**config.mk**
```make
export PLATFORM = sky130hd
export DESIGN_NAME = adder_scan_ctrl
export DESIGN_NICKNAME = d
export VERILOG_FILES = /design/src/rtl/adder_disp_pkg.sv /design/src/rtl/disp_scanner.sv /design/src/rtl/adder_scan_ctrl.sv
export SDC_FILE = /design/constraint.sdc
export NUM_CORES = 1
export LEC_CHECK = 0
export CELL_PAD_IN_SITES_DETAIL_PLACEMENT = 1
export CELL_PAD_IN_SITES_GLOBAL_PLACEMENT = 2
export CORE_MARGIN = 1
export CORE_UTILIZATION = 25
export DETAILED_ROUTE_END_ITERATION = 10
export DONT_BUFFER_PORTS = 1
export PLACE_DENSITY_LB_ADDON = 0.1
export SETUP_SLACK_MARGIN = 0.3
export SKIP_LAST_GASP = 1
export SLEW_MARGIN = 20
export SYNTH_ARGS = -nofsm -noshare
export SYNTH_HDL_FRONTEND = slang
export SYNTH_SLANG_ARGS = --single-unit
```
**constraint.sdc**
```tcl
create_clock -name clk -period 4.6 [get_ports clk]
set_input_delay 0.46 -clock clk [delete_from_list [all_inputs] [get_ports clk]]
set_output_delay 0.46 -clock clk [all_outputs]
set_load 0.05 [all_outputs]
```
**src/rtl/adder_disp_pkg.sv**
```systemverilog
`default_nettype none
// ============================================================================
//  Module   : adder_disp_pkg
//  Purpose  : Shared definitions for the adder sequencing/display controller:
//             FSM state encoding, digit slot indices and the anode pattern
//             that lights each slot.
//  Ports    : none (package)
//  Revision : 1.0 - initial release
// ============================================================================
package adder_disp_pkg;

  // Load/capture sequencer states
  typedef enum logic [1:0] {
    ST_IDLE    = 2'd0,
    ST_SETTLE  = 2'd1,
    ST_CAPTURE = 2'd2
  } state_t;

  // Digit slot indices (0 = rightmost digit)
  localparam logic [1:0] DIG_SUM = 2'd0;
  localparam logic [1:0] DIG_CO  = 2'd1;
  localparam logic [1:0] DIG_B   = 2'd2;
  localparam logic [1:0] DIG_A   = 2'd3;

  // Active-low anode patterns
  localparam logic [3:0] AN_OFF = 4'b1111;
  localparam logic [3:0] AN_SUM = 4'b1110;
  localparam logic [3:0] AN_CO  = 4'b1101;
  localparam logic [3:0] AN_B   = 4'b1011;
  localparam logic [3:0] AN_A   = 4'b0111;

  // Anode pattern for a digit slot; always exactly one anode low.
  function automatic logic [3:0] anode_for(input logic [1:0] idx);
    logic [3:0] pat;
    case (idx)
      DIG_SUM: pat = AN_SUM;
      DIG_CO:  pat = AN_CO;
      DIG_B:   pat = AN_B;
      default: pat = AN_A;
    endcase
    return pat;
  endfunction

endpackage : adder_disp_pkg
`default_nettype wire

```
**src/rtl/disp_scanner.sv**
```systemverilog
`default_nettype none
// ============================================================================
//  Module   : disp_scanner
//  Purpose  : Time-multiplexes four latched values across the four
//             seven-segment digits. A free-running refresh counter sets the
//             slot length; on each wrap the digit index advances 0->1->2->3.
//  Ports    : clk, rst_n            - clock, async active-low reset
//             disp_sum/co/b/a       - latched values to display
//             an                    - anodes, active-low (1111 only in reset)
//             digit_val             - hex value for the bcd7seg decoder
//  Revision : 1.0 - initial release
// ============================================================================
module disp_scanner
  import adder_disp_pkg::*;
#(
  parameter int REFRESH_DIV = 100000
) (
  input  logic       clk,
  input  logic       rst_n,
  input  logic [3:0] disp_sum,
  input  logic       disp_co,
  input  logic [3:0] disp_b,
  input  logic [3:0] disp_a,
  output logic [3:0] an,
  output logic [3:0] digit_val
);

  localparam int CW = (REFRESH_DIV > 1) ? $clog2(REFRESH_DIV) : 1;
  localparam logic [CW-1:0] CNT_LAST = CW'(REFRESH_DIV - 1);

  logic [CW-1:0] refresh_cnt;
  logic [1:0]    digit_idx;
  logic [1:0]    idx_next;
  logic          wrap;
  logic [3:0]    val_next;

  // an and digit_val are both derived from the index the slot is about to
  // hold, so they change on the same edge and never pair a new anode with
  // the previous digit's value.
  always_comb begin
    wrap     = (refresh_cnt == CNT_LAST);
    idx_next = wrap ? digit_idx + 2'd1 : digit_idx;
    case (idx_next)
      DIG_SUM: val_next = disp_sum;
      DIG_CO:  val_next = {3'b000, disp_co};
      DIG_B:   val_next = disp_b;
      default: val_next = disp_a;
    endcase
  end

  // digit_val is reloaded every cycle, so a freshly captured value reaches
  // the display one cycle after it is latched.
  always_ff @(posedge clk or negedge rst_n) begin
    if (!rst_n) begin
      refresh_cnt <= '0;
      digit_idx   <= DIG_SUM;
      an          <= AN_OFF;
      digit_val   <= 4'h0;
    end else begin
      refresh_cnt <= wrap ? '0 : refresh_cnt + CW'(1);
      digit_idx   <= idx_next;
      an          <= anode_for(idx_next);
      digit_val   <= val_next;
    end
  end

endmodule : disp_scanner
`default_nettype wire

```
**src/rtl/adder_scan_ctrl.sv**
```systemverilog
`default_nettype none
// ============================================================================
//  Module   : adder_scan_ctrl
//  Purpose  : Sequencing and display controller for the 4-bit adder.
//             Synchronizes the load button, captures the operand switches on
//             its rising edge, holds them on the external adder for a settle
//             window, then registers SUM/CO. The scanner shows SUM, CO, B
//             and A across the four seven-segment digits.
//  Ports    : clk, rst_n             - clock, async active-low reset
//             sw_a, sw_b, sw_ci      - operand switches
//             btn_load               - load button (asynchronous)
//             add_a, add_b, add_ci   - operands driven to the adder
//             add_sum, add_co        - adder result
//             busy                   - load sequence in progress
//             res_valid              - one-cycle pulse on result capture
//             digit_val, an          - display value and active-low anodes
//  Revision : 1.0 - initial release
// ============================================================================
module adder_scan_ctrl
  import adder_disp_pkg::*;
#(
  parameter int REFRESH_DIV   = 100000,
  parameter int SETTLE_CYCLES = 2,
  parameter int SYNC_STAGES   = 2
) (
  input  logic       clk,
  input  logic       rst_n,
  input  logic [3:0] sw_a,
  input  logic [3:0] sw_b,
  input  logic       sw_ci,
  input  logic       btn_load,
  output logic [3:0] add_a,
  output logic [3:0] add_b,
  output logic       add_ci,
  input  logic [3:0] add_sum,
  input  logic       add_co,
  output logic       busy,
  output logic       res_valid,
  output logic [3:0] digit_val,
  output logic [3:0] an
);

  localparam int SW = (SETTLE_CYCLES > 0) ? $clog2(SETTLE_CYCLES + 1) : 1;
  localparam logic [SW-1:0] SETTLE_LAST = SW'(SETTLE_CYCLES - 1);

  // --------------------------------------------------------------------------
  // Load button synchronizer and rising-edge detector
  // --------------------------------------------------------------------------
  logic [SYNC_STAGES-1:0] load_sync;
  logic                   load_prev;
  logic                   load_pulse;

  always_ff @(posedge clk or negedge rst_n) begin
    if (!rst_n) begin
      load_sync <= '0;
      load_prev <= 1'b0;
    end else begin
      load_sync <= {load_sync[SYNC_STAGES-2:0], btn_load};
      load_prev <= load_sync[SYNC_STAGES-1];
    end
  end

  assign load_pulse = load_sync[SYNC_STAGES-1] & ~load_prev;

  // --------------------------------------------------------------------------
  // Sequencer FSM
  // --------------------------------------------------------------------------
  state_t        state;
  state_t        state_next;
  logic [SW-1:0] settle_cnt;
  logic          load_accept;
  logic          capture_en;

  // Loads are only accepted in IDLE; a pulse arriving in any other state is
  // dropped rather than queued.
  always_comb begin
    state_next  = state;
    load_accept = 1'b0;
    capture_en  = 1'b0;
    res_valid   = 1'b0;
    busy        = (state != ST_IDLE);
    case (state)
      ST_IDLE: begin
        if (load_pulse) begin
          load_accept = 1'b1;
          state_next  = ST_SETTLE;
        end
      end
      ST_SETTLE: begin
        if (settle_cnt == SETTLE_LAST) begin
          state_next = ST_CAPTURE;
        end
      end
      ST_CAPTURE: begin
        capture_en = 1'b1;
        res_valid  = 1'b1;
        state_next = ST_IDLE;
      end
      default: begin
        state_next = ST_IDLE;
      end
    endcase
  end

  always_ff @(posedge clk or negedge rst_n) begin
    if (!rst_n) begin
      state <= ST_IDLE;
    end else begin
      state <= state_next;
    end
  end

  always_ff @(posedge clk or negedge rst_n) begin
    if (!rst_n) begin
      settle_cnt <= '0;
    end else if (load_accept) begin
      settle_cnt <= '0;
    end else if (state == ST_SETTLE) begin
      settle_cnt <= settle_cnt + SW'(1);
    end
  end

  // --------------------------------------------------------------------------
  // Operand and result registers
  // --------------------------------------------------------------------------
  logic [3:0] disp_a;
  logic [3:0] disp_b;
  logic [3:0] disp_sum;
  logic       disp_co;

  // Operands go to the adder and to the display latches together; add_*
  // then hold their value until the next accepted load.
  always_ff @(posedge clk or negedge rst_n) begin
    if (!rst_n) begin
      add_a  <= 4'h0;
      add_b  <= 4'h0;
      add_ci <= 1'b0;
      disp_a <= 4'h0;
      disp_b <= 4'h0;
    end else if (load_accept) begin
      add_a  <= sw_a;
      add_b  <= sw_b;
      add_ci <= sw_ci;
      disp_a <= sw_a;
      disp_b <= sw_b;
    end
  end

  always_ff @(posedge clk or negedge rst_n) begin
    if (!rst_n) begin
      disp_sum <= 4'h0;
      disp_co  <= 1'b0;
    end else if (capture_en) begin
      disp_sum <= add_sum;
      disp_co  <= add_co;
    end
  end

  // --------------------------------------------------------------------------
  // Display scanner
  // --------------------------------------------------------------------------
  disp_scanner #(
    .REFRESH_DIV (REFRESH_DIV)
  ) u_scanner (
    .clk       (clk),
    .rst_n     (rst_n),
    .disp_sum  (disp_sum),
    .disp_co   (disp_co),
    .disp_b    (disp_b),
    .disp_a    (disp_a),
    .an        (an),
    .digit_val (digit_val)
  );

endmodule : adder_scan_ctrl
`default_nettype wire

```
==> reports/metrics.csv, run 1 <==
metric;value;unit
status;complete, no violations;
sequential fraction of the synthesis area;55.7;%
Placed Area;2270;um^2
final worst path period share;48.6;%
Worst EP arrival;2.42;ns
Post-Synthesis Cells;189;
Die X;95.1;um
die area;9030;um^2
share of cells above drive strength 1;16.7;%
Worst Tran Pin Value;1.02;ns
Cell Area, Synth;2160;um^2
Setup WS pre-CTS;2.33;ns
dpl hpwl;3.17;mm
Die Ht;95.1;um
largest net degree at the start of global routing;49;
total number of vias;1380;
Final #Nets;210;
RD Place Congestion;0.719;
Routed WL;4.61;mm
post-route ant nets;0;
initial detailed-routing violation count;23;
first-pass GRT wire length;7.92;mm
Yosys warning count;0;
final core occ;29.3;%
Hold Slack;0.174;ns
Max FO, Critical Path;13;
Unique masters post-synth;32;
Yosys top cell area share;50.9;%
Clock Latency Late Sink;0.30;ns
CTS-repair resized insts;0;
final hold violations;0;
number of synthesized register bits;48;
GR Util met1;13.8;%
met3 Use GR;3.75;%
CTS Root Cell;clkbuf_8;
syn avg cell area;11.5;um^2
Setup violations, final;0;
Rows;33;
drt first pass iters;4;
number of buffers added on ports;0;
CTS H-tree lvls;2;
initial core utilization;26.1;%
layer with the highest usage;met2;
GR Overflow Total;0;
pwr dens;551;nW/um^2
Max Slew Vio Count;0;
met2 Resource Use GR;20.0;%
DR WL/cell;15.5;um
Startpoint Class;flip-flop;
f_max;448;MHz
Synth area leaders;dfrtp_1 51%, mux2_2 6.8%, mux2i_1 6.5%;
Setup Skew;0.00896;ns
CTS Buf Count;5;
fin area;2430;um^2
Peak supply drop;0.000233;V
Worst slew margin;31.7;%
Post-Syn Nets;208;
Sink Count;48;
Crit. End Element;flip-flop;
Worst Slack Setup Final;2.37;ns
Critical Path RT;4.79;ns
DRC violations left;0;
ant diodes;0;
GRT Util Overall;11.7;%
number of max-cap violations;0;
routed vias/inst;4.65;
Worst-path clk slew;0.10;ns
vias in the first global route;1516;
P&R area growth vs syn;12.3;%
Hold Crit Class;in -> reg;
initial antenna violation count;0;
minimum clock period;2.23;ns
CTS max path bufs;2;
core area;8300;um^2
critical path class;reg -> reg;
Setup TNS Final;0;ns
CTS tree;yes;
post-synth top area cell;dfrtp_1;
RSZ-0062 raised after global routing;no;
I/O pins;36;
Leakage;0.000997;uW
layer usage:
layer  vias up  part of all wire (%)
met4         0                   1.7
met3         6                   4.7
met1       696                    44
met5         -                     0
met2        26                    50
li1        652                     -
flip-flops by register name, indices dropped and copies added (netlist names):
signal	flops
add_ci	1
disp_a	4
disp_b	4
disp_co	1
disp_sum	4
load_prev	1
load_sync	2
settle_cnt	2
state	2
u_scanner.an	4
u_scanner.digit_idx	2
u_scanner.digit_val	4
u_scanner.refresh_cnt	17
cell type report:
type	count	area (um^2)
Clock buffer	6	82.6
Multi-Input combinational cell	128	908
Timing Repair Buffer	3	45.0
Fill cell	893	5870
Inverter	5	18.8
Tap cell	105	131
Clock inverter	2	38.8
Sequential cell	48	1210
critical path: stages (launching register included):
cell and delay (ns):
dfrtp_1 0.41, or2_2 0.43, nor3b_2 0.86, mux2_2 0.42
logic make-up (layout without fill, tap and decap cells):
| group | after synthesis | after routing | synth area share (%) |
|---|---|---|---|
| xor+xnor | 15 | 15 | 6.07 |
| buf+inv | 13 | 16 | 2.66 |
| simple gates | 74 | 74 | 18.6 |
| compound gates | 10 | 10 | 2.54 |
| fa+ha+maj | 2 | 2 | 1.16 |
| mux | 27 | 27 | 13.2 |
| flops | 48 | 48 | 55.7 |
synthesized netlist by cell type (all sizes together):
| cell | n |
|---|---|
| or2 | 1 |
| nor2b | 4 |
| nand3 | 10 |
| ha | 2 |
| inv | 5 |
| and3 | 3 |
| a21oi | 2 |
| nand4 | 5 |
| dfstp | 4 |
| clkbuf | 6 |
| or4b | 1 |
| nor3 | 6 |
| nor3b | 1 |
| nand3b | 1 |
| nand4bb | 2 |
| xor2 | 6 |
| o21bai | 1 |
| o21ai | 5 |
| or3 | 4 |
| nand2b | 3 |
| buf | 2 |
| dfrtp | 44 |
| a31oi | 1 |
| mux2 | 13 |
| mux2i | 14 |
| nor4 | 3 |
| nand2 | 20 |
| xnor2 | 9 |
| o22ai | 1 |
| nor2 | 10 |
layout by cell type (no fill, tap or decap), drive strengths merged, types with 3 or more instances in the layout:
master,instances
xnor2,9
nand4,5
o21ai,5
mux2,13
xor2,6
mux2i,14
nand2b,3
and3,3
or3,4
inv,5
nand2,20
dfstp,4
nor2,10
dfrtp,44
nor4,3
nand3,10
clkbuf,6
nor2b,4
nor3,6
final timing paths:
path	startpoint	endpoint	slack [ns]	depth (start not counted)
min in group asynchronous	rst_n	u_scanner.refresh_cnt[14]	0.66	2
hold / removal	btn_load	load_sync[0]	0.17	0
setup reg to reg	state[0]	disp_a[3]	2.37	3
setup / recovery	state[0]	disp_a[3]	2.37	3
hold reg to reg	load_sync[0]	load_sync[1]	0.36	0
max in group asynchronous	rst_n	u_scanner.an[2]	3.66	2
per-stage QoR:
step / instances / power, uW
floorplan: 189 / 959
CTS: 297 / 1370
global placement: 287 / 1010
detailed placement: 287 / 1020
finish: 297 / 1340
global route: 297 / 1420
what timing repair did:
action / in CTS / in global routing
hold buffers: 2 / 0
setup buffers: 0 / 0
endpoints found under the hold margin: 48 / 0
power breakdown:
| part | total [uW] | internal (uW) | switching [uW] |
|---|---|---|---|
| combinational | 212 | 101 | 111 |
| clock | 323 | 178 | 145 |
| sequential | 805 | 514 | 291 |
| total | 1340 | 793 | 548 |
(Power assumes the default switching activity.)
==> run 2, diff against run 1 <==
==> constraint.sdc (replaced) <==
create_clock -name clk -period 2.25 [get_ports clk]
set_input_delay 0.225 -clock clk [delete_from_list [all_inputs] [get_ports clk]]
set_output_delay 0.225 -clock clk [all_outputs]
set_load 0.05 [all_outputs]
==> reports/metrics.csv, run 2 (same netlist as run 1, synthesis figures left out) <==
metric;value;unit;change
Peak supply drop;0.000615;V;was 0.000233 V
worst hold path depth;2;;was 0
vias in the first global route;1495;;was 1,516
CTS max path bufs;2;;unchanged
initial antenna violation count;0;;unchanged
Critical Path RT;2.43;ns;was 4.79 ns
total number of vias;1434;;was 1,380
CTS tree;yes;;unchanged
DR WL/cell;15.0;um;was 15.5 um
I/O pins;36;;unchanged
Startpoint Class;flip-flop;;unchanged
Top delay family on crit path;simple AND/OR/NAND/NOR gates;;unchanged
Largest register FFs;17;;unchanged
Worst-path clk slew;0.10;ns;about the same
reg-to-reg slack, setup;0.30;ns;was 2.37 ns
RD Place Congestion;0.733;;was 0.719
Final #Nets;221;;was 210
die area;9030;um^2;unchanged
critical hold path startpoint;sw_a[0];;was btn_load
Rows;33;;unchanged
RSZ-0062 raised after global routing;yes;;was no
Die X;95.1;um;unchanged
Max FO, Critical Path;12;;was 13
Worst slew margin;59.6;%;was 31.7%
worst r2r path cells;5;;was 3
post-route ant nets;0;;unchanged
number of buffers added on ports;0;;unchanged
RR Startpoint;u_scanner.refresh_cnt[13];;was state[0]
Setup TNS Final;0;ns;unchanged
share of cells above drive strength 1;22.2;%;was 16.7%
Setup violations, final;0;;unchanged
Leakage;0.00106;uW;was 0.000997 uW
most frequent cells in the layout;43 x dfrtp_1, 20 x nand2_1, 14 x mux2i_1;;was 44 x dfrtp_1, 20 x nand2_1, 14 x mux2i_1
Critical path buffers and inverters;1;;was 0
initial detailed-routing violation count;63;;was 23
critical path class;reg -> reg;;unchanged
Crit. End Element;flip-flop;;unchanged
Worst Hold Path EP;disp_a[0];;was load_sync[0]
Clock Latency Late Sink;0.30;ns;about the same
Crit Reg-Reg Endpoint;u_scanner.digit_val[2];;was disp_a[3]
Slowest cell on crit path;or4b_4;;was nor3b_2
minimum clock period;1.95;ns;was 2.23 ns
ant diodes;0;;unchanged
core area;8300;um^2;unchanged
pwr dens;1070;nW/um^2;was 551 nW/um^2
Sink Count;48;;unchanged
CTS H-tree lvls;2;;unchanged
initial core utilization;26.1;%;unchanged
Placed Area;2310;um^2;was 2270 um^2
Setup crit start;u_scanner.refresh_cnt[13];;was state[0]
Worst Tran Pin Value;0.606;ns;was 1.02 ns
Critical Path Max Stage Delay;0.53;ns;was 0.86 ns
CTS Root Cell;clkbuf_8;;unchanged
number of max-cap violations;0;;unchanged
Max Slew Vio Count;0;;unchanged
final hold violations;0;;unchanged
Routed WL;4.63;mm;was 4.61 mm
dpl hpwl;3.15;mm;was 3.17 mm
first-pass GRT wire length;7.85;mm;was 7.92 mm
Top reg by flops;u_scanner.refresh_cnt;;unchanged
GR Overflow Total;0;;unchanged
f_max;513;MHz;was 448 MHz
CTS Buf Count;5;;unchanged
final worst path period share;86.7;%;was 48.6%
fillers;901;;was 893
Hold Crit Class;in -> reg;;unchanged
Worst EP arrival;2.13;ns;was 2.42 ns
commonest non-fill, non-tap cell in the layout;dfrtp_1;;unchanged
status;complete, no violations;;unchanged
GRT Util Overall;11.7;%;about the same
P&R area growth vs syn;18.3;%;was 12.3%
Setup Skew;0.0103;ns;was 0.00896 ns
DRC violations left;0;;unchanged
fin area;2560;um^2;was 2430 um^2
routed vias/inst;4.66;;was 4.65
largest net degree at the start of global routing;49;;unchanged
drt first pass iters;3;;was 4
CP Cell Sequence;or4b_4, nor4_4, buf_12, mux2i_1, or3_1;;was or2_2, nor3b_2, mux2_2
Die Ht;95.1;um;unchanged
==> run 2: how the worst max path moves through the flow <==
stage               cells past startpoint                      to
detailed placement                      5  u_scanner.digit_val[2]
finish                                  5  u_scanner.digit_val[2]
floorplan                               5  u_scanner.digit_val[1]
global placement                        5  u_scanner.digit_val[2]
global route                            5  u_scanner.digit_val[2]
CTS                                     5  u_scanner.digit_val[2]
==> run 2: metal layers <==
metal / vias to the layer above / share of wire, % / global-route usage, %
met1: 723 / 45 / 14.6
met3: 6 / 4.6 / 3.91
li1: 676 / - / -
met2: 29 / 49 / 18.9
met4: 0 / 1.6 / 4.17
met5: - / 0 / 0
==> run 2: final cells by class <==
class / count / area [um^2] / area share [%]
Clock buffer: 6 / 82.6 / 3.23
Clock inverter: 2 / 38.8 / 1.52
Inverter: 5 / 18.8 / 0.733
Multi-Input combinational cell: 128 / 918 / 35.9
Sequential cell: 48 / 1210 / 47.2
Tap cell: 105 / 131 / 5.13
Timing Repair Buffer: 14 / 163 / 6.35
==> run 2: metrics by stage <==
stage               setup slack, ns  power, uW  utilization, %  instances  hold WS, ns
CTS                           0.256       2790            30.6        306       0.0272
finish                        0.300       2740            30.8        308       0.0391
floorplan                     0.200       1960               -        189      -0.0706
global placement              0.271       2070            27.8        290      -0.0683
detailed placement            0.217       2090            27.8        290      -0.0683
global route                  0.237       2890            30.8        308       0.0275
==> run 2: worst reg2reg max path: stages (launching register included) <==
cell	delay, ns
dfrtp_2	0.43
or4b_4	0.53
nor4_4	0.22
buf_12	0.19
mux2i_1	0.08
or3_1	0.37
==> run 2: what timing repair did <==
action / in CTS / in global routing
setup buffers: 4 / 2
gates cloned: 1 / 0
resized for setup: 0 / 4
endpoints found under the hold margin: 49 / 0
pin swaps: 1 / 1
setup endpoints to repair: 4 / 9
hold buffers: 3 / 0
==> run 2: where the power goes <==
group / leakage (uW) / internal, uW / total (uW) / switching, uW
Clock: 0.0000614 / 364 / 657 / 294
Combinational: 0.000405 / 216 / 439 / 223
Sequential: 0.000593 / 1050 / 1640 / 589
Total: 0.00106 / 1630 / 2740 / 1110
